<file path="src/rtl/spi_slave.sv">
// SPI mode-0 slave: command byte followed by data bytes; response bytes are
// driven on MISO from a 64-bit word latched when the command byte completes.
module spi_slave #(
  parameter int SYNC_STAGES = 2
) (
  input  logic        clk,
  input  logic        reset,
  input  logic        spi_ssel_n,
  input  logic        spi_sclk,
  input  logic        spi_mosi,
  output logic        spi_miso,
  output logic [7:0]  spi_cmd,
  output logic [63:0] spi_rxdata,
  output logic        spi_msg_end,
  input  logic [63:0] spi_txdata,
  input  logic        spi_txdata_valid
);

  typedef enum logic [1:0] {IDLE, CMD, DATA} state_t;

  logic [SYNC_STAGES-1:0] ssel_sync_reg, sclk_sync_reg, mosi_sync_reg, flush_reg;
  logic ssel_d_reg, sclk_d_reg, armed_reg;
  logic ssel_s, sclk_s, mosi_s;
  logic ssel_fall, ssel_rise, sclk_rise, sclk_fall;

  assign ssel_s = ssel_sync_reg[SYNC_STAGES-1];
  assign sclk_s = sclk_sync_reg[SYNC_STAGES-1];
  assign mosi_s = mosi_sync_reg[SYNC_STAGES-1];

  // armed_reg blocks a false select edge when reset is released with
  // ssel_n already low: a message only starts after ssel_n was seen high.
  assign ssel_fall = armed_reg & ssel_d_reg & ~ssel_s;
  assign ssel_rise = ~ssel_d_reg & ssel_s;
  assign sclk_rise = ~sclk_d_reg & sclk_s;
  assign sclk_fall = sclk_d_reg & ~sclk_s;

  always_ff @(posedge clk or posedge reset) begin
    if (reset) begin
      ssel_sync_reg <= '1;
      sclk_sync_reg <= '0;
      mosi_sync_reg <= '0;
      flush_reg     <= '0;
      ssel_d_reg    <= 1'b1;
      sclk_d_reg    <= 1'b0;
      armed_reg     <= 1'b0;
    end else begin
      ssel_sync_reg <= {ssel_sync_reg[SYNC_STAGES-2:0], spi_ssel_n};
      sclk_sync_reg <= {sclk_sync_reg[SYNC_STAGES-2:0], spi_sclk};
      mosi_sync_reg <= {mosi_sync_reg[SYNC_STAGES-2:0], spi_mosi};
      flush_reg     <= {flush_reg[SYNC_STAGES-2:0], 1'b1};
      ssel_d_reg    <= ssel_s;
      sclk_d_reg    <= sclk_s;
      if (flush_reg[SYNC_STAGES-1] && ssel_s)
        armed_reg <= 1'b1;
    end
  end

  state_t      state_reg, state_next;
  logic [2:0]  bit_cnt_reg, bit_cnt_next;
  logic [6:0]  shift_reg, shift_next;
  logic [7:0]  cmd_reg, cmd_next;
  logic [63:0] rx_reg, rx_next;
  logic [63:0] tx_reg, tx_next;
  logic        miso_reg, miso_next;
  logic        msg_end_reg, msg_end_next;

  always_ff @(posedge clk or posedge reset) begin
    if (reset) begin
      state_reg   <= IDLE;
      bit_cnt_reg <= '0;
      shift_reg   <= '0;
      cmd_reg     <= '0;
      rx_reg      <= '0;
      tx_reg      <= '0;
      miso_reg    <= 1'b0;
      msg_end_reg <= 1'b0;
    end else begin
      state_reg   <= state_next;
      bit_cnt_reg <= bit_cnt_next;
      shift_reg   <= shift_next;
      cmd_reg     <= cmd_next;
      rx_reg      <= rx_next;
      tx_reg      <= tx_next;
      miso_reg    <= miso_next;
      msg_end_reg <= msg_end_next;
    end
  end

  logic       start, busy;
  logic [2:0] cnt_base;
  logic [7:0] rx_byte, tx_byte;

  always_comb begin
    state_next   = state_reg;
    bit_cnt_next = bit_cnt_reg;
    shift_next   = shift_reg;
    cmd_next     = cmd_reg;
    rx_next      = rx_reg;
    tx_next      = tx_reg;
    miso_next    = miso_reg;
    msg_end_next = 1'b0;

    start    = (state_reg == IDLE) && ssel_fall;
    busy     = (state_reg != IDLE) && !ssel_rise;
    // An SCLK edge coinciding with the select edge is the message's first bit.
    cnt_base = start ? 3'd0 : bit_cnt_reg;
    rx_byte  = {shift_reg, mosi_s};
    tx_byte  = tx_reg[7:0];

    case (state_reg)
      IDLE: begin
        if (start) begin
          state_next   = CMD;
          bit_cnt_next = 3'd0;
          rx_next      = '0;
          tx_next      = '0;
          miso_next    = 1'b0;
        end
      end
      CMD, DATA: begin
        if (ssel_rise) begin
          state_next   = IDLE;
          msg_end_next = 1'b1;
          miso_next    = 1'b0;
        end
      end
      default: state_next = IDLE;
    endcase

    if ((start || busy) && sclk_rise) begin
      shift_next   = rx_byte[6:0];
      bit_cnt_next = cnt_base + 3'd1;
      if (cnt_base == 3'd7) begin
        if (state_reg == DATA) begin
          rx_next = {rx_byte, rx_reg[63:8]};
          tx_next = {8'h00, tx_reg[63:8]};
        end else begin
          cmd_next   = rx_byte;
          tx_next    = spi_txdata_valid ? spi_txdata : 64'h0;
          state_next = DATA;
        end
      end
    end

    // bit_cnt counts bits already taken, so ~bit_cnt selects the next one to send.
    if (busy && (state_reg == DATA) && sclk_fall)
      miso_next = tx_byte[~bit_cnt_reg];
  end

  assign spi_miso    = miso_reg;
  assign spi_cmd     = cmd_reg;
  assign spi_rxdata  = rx_reg;
  assign spi_msg_end = msg_end_reg;

endmodule

</file>
<file path="config.mk">
export PLATFORM = sky130hd
export DESIGN_NAME = spi_slave
export DESIGN_NICKNAME = d
export VERILOG_FILES = /design/src/rtl/spi_slave.sv
export SDC_FILE = /design/constraint.sdc
export NUM_CORES = 1
export LEC_CHECK = 0
export BUFFER_PORTS_ARGS = -buffer_cell sky130_fd_sc_hd__buf_4
export CORE_MARGIN = 10
export CORE_UTILIZATION = 35
export DETAILED_ROUTE_END_ITERATION = 12
export PLACE_DENSITY = 0.66
export REMOVE_ABC_BUFFERS = 1
export SYNTH_ARGS = -nofsm -noshare
export SYNTH_HDL_FRONTEND = slang
export SYNTH_SLANG_ARGS = --single-unit
</file>
<file path="constraint.sdc">
create_clock -name clk -period 5.45 [get_ports clk]
set_input_delay 1.09 -clock clk [delete_from_list [all_inputs] [get_ports clk]]
set_output_delay 1.09 -clock clk [all_outputs]
set_load 0.005 [all_outputs]
</file>
==> qor.csv <==
metric;value;unit
grt_pass1_wl;27300;um
yosysWarnings;0;
dp_hpwl;11200;um
crit_path_end_kind;flop;
critPathLaunchType;flop;
final-max-slew-violation-count;0;
avgSynthCellArea;11.3;sq um
initial_utilization;0.354;
num_rows;53;
drc_errors;0;
grt_pass1_vias;5162;
place_congestion;0.729;
cts_buffer_depth;2;
hold_start;mosi_sync_reg[0];
cp_slowest_cell;buf_4;
vias;5043;
syn2layout_area_growth;24.3;%
outcome;completed;
dieArea;27400;sq um
insertion_delay;0.43;ns
io_pins;144;
timing.rr.start;state_reg[0];
vdd_drop_max;0.240;mV
multi_input_area;2830;sq um
postLayoutCellArea;9220;sq um
die_h;166;um
post-place-ws;1.46;ns
maxCapViolations;0;
grt_max_degree;86;
drt_first_pass_iters;4;
worst-path-buf-inv;2;
clock-root-buffer;clkbuf_16;
layout.nets;861;
post_drt_via_cell_ratio;4.70;
reg2reg_setup_slack;1.48;ns
seq_area_frac_synth;0.544;
required;5.79;ns
overflow;0;
setup_viol;0;
setup_ws;1.48;ns
slowest_delay;0.85;ns
cts_resized;0;
final_cell_mix;158 x dfrtp_1, 151 x buf_4, 138 x nand2_1, 138 x mux2i_1, 68 x inv_1;
crit_path_cell_trace;inv_1 > ha_1 > nand3_4 > and2_1 > ha_1 > ha_1 > nor2b_1 > o2111ai_4 > buf_4 > mux2i_1;
cts.sinks;161;
rsz0062_at_grt;false;
diodes;0;
drive_above_1_share;0.259;
slew_headroom;0.270;
wire_per_inst;15.8;um
seq_area;4030;sq um
ys_ff_latch;161;
synth.distinct_cells;37;
worst_pin_slew;1.10;ns
grt_antenna_before_repair;0;
crit_family;simple AND/OR/NAND/NOR gates;
critPathKind;reg -> reg;
final_common_cell;dfrtp_1;
cts_tree;yes;
fmax;0.252;GHz
layout_min_cycle_time;3.97;ns
cts_hold_buffers;0;
path_common_cell;ha_1;
nFillCells;2059;
synth_cells;659;
hold_depth;0;
dpl_cell_area;8600;sq um
h-tree-depth;4;
die_width;166;um
portBuffers;143;
report.final.hold_viol_count;0;
path_clk_slew;0.07;ns
worstReg2RegEnd;spi_rxdata[23];
first_iter_violations;313;
critPathArrivalTime;4.31;ns
min_period_over_period;0.728;
cts_made_buffers;17;
crit_fanout;67;
synth_area;7420;sq um
grt_use_total;0.123;
cts_setup_buffers;0;
p_per_area;303;nW/um^2
worstHoldPathType;reg -> reg;
reg2regPathDepth;10;
min_delay_worst_endpoint;mosi_sync_reg[1];
wirelength;17000;um
ant_nets;0;
coreArea;21000;sq um
clock-skew-final;0.0123;ns
p_leak;5.09;nW
cells in the mapped netlist (all sizes together):
| cell type | count | area (sq um) |
|---|---|---|
| xnor2 | 1 | 8.76 |
| o31ai | 1 | 7.51 |
| a22oi | 56 | 420 |
| mux2 | 11 | 124 |
| ha | 6 | 75.1 |
| and3b | 1 | 8.76 |
| a21o | 1 | 7.51 |
| o41ai | 1 | 8.76 |
| o2bb2ai | 1 | 8.76 |
| o21ai | 3 | 15.0 |
| buf | 20 | 249 |
| o211ai | 1 | 12.5 |
| or2b | 1 | 7.51 |
| nand4 | 1 | 6.26 |
| dfrtp | 158 | 3950 |
| a21oi | 3 | 15.0 |
| nand3b | 3 | 22.5 |
| nand2 | 138 | 518 |
| and2 | 3 | 18.8 |
| nor2b | 4 | 25.0 |
| conb | 1 | 3.75 |
| nand3 | 2 | 10.0 |
| o2111ai | 2 | 41.3 |
| dfstp | 3 | 78.8 |
| inv | 70 | 263 |
| nor4b | 1 | 8.76 |
| nor2 | 3 | 13.8 |
| clkbuf | 24 | 90.1 |
| mux2i | 138 | 1380 |
| o21a | 1 | 15.0 |
where the power goes:
group / total [mW] / switching, mW / leakage, nW / internal, mW
combinational: 0.276 / 0.172 / 2.59 / 0.104
sequential: 1.27 / 0.0295 / 2.20 / 1.24
clock: 1.25 / 0.513 / 0.298 / 0.740
total: 2.79 / 0.714 / 5.09 / 2.08
per-layer routing:
metal	up-vias	global-route usage	part of all wire
met1	2431	0.178	0.50
met4	0	0.0347	0.0085
met2	148	0.166	0.40
met5	-	0	0
li1	2449	-	-
met3	15	0.0469	0.090
stage by stage:
stage                     std cells  setup TNS [ns]  utilization  hold slack, ns  power, mW
after global routing           1073               0        0.440           0.354       2.91
after floorplan                 615          -83.75            -           0.331       1.45
after detailed placement       1041               0        0.411           0.336       1.57
final                          1073               0        0.440           0.349       2.79
after CTS                      1073               0        0.440           0.352       2.83
after global placement         1041               0        0.411           0.332       1.56
cell type report:
cell class | instances | area share
Timing Repair Buffer | 151 | 0.123
Clock buffer | 18 | 0.0476
Inverter | 70 | 0.0290
Sequential cell | 161 | 0.437
Tap cell | 275 | 0.0373
Clock inverter | 14 | 0.0191
Multi-Input combinational cell | 384 | 0.307
worst max path at each step:
stage                     endpoint  slack (ns)  cells after the start          from
global route        spi_rxdata[35]        1.15                     10  state_reg[0]
CTS                 spi_rxdata[35]        1.42                     10  state_reg[0]
floorplan            spi_rxdata[0]       -0.76                      9  state_reg[0]
detailed placement  spi_rxdata[14]        1.46                     10  state_reg[0]
finish              spi_rxdata[23]        1.48                     10  state_reg[0]
global placement     spi_rxdata[6]        1.56                     10  state_reg[0]
kinds of logic after synthesis:
group                      count (synthesis)  share of synthesized area
AOI/OAI and AO/OA                         70                     0.0744
xor gates and xnor gates                   1                    0.00118
adders and majority gates                  6                     0.0101
buffers and inverters                    114                     0.0811
DFF                                      161                      0.544
muxes                                    149                      0.203
other                                      1                   0.000506
and+or+nand+nor                          157                     0.0862
No activity file was read; power rests on OpenSTA's default activity.
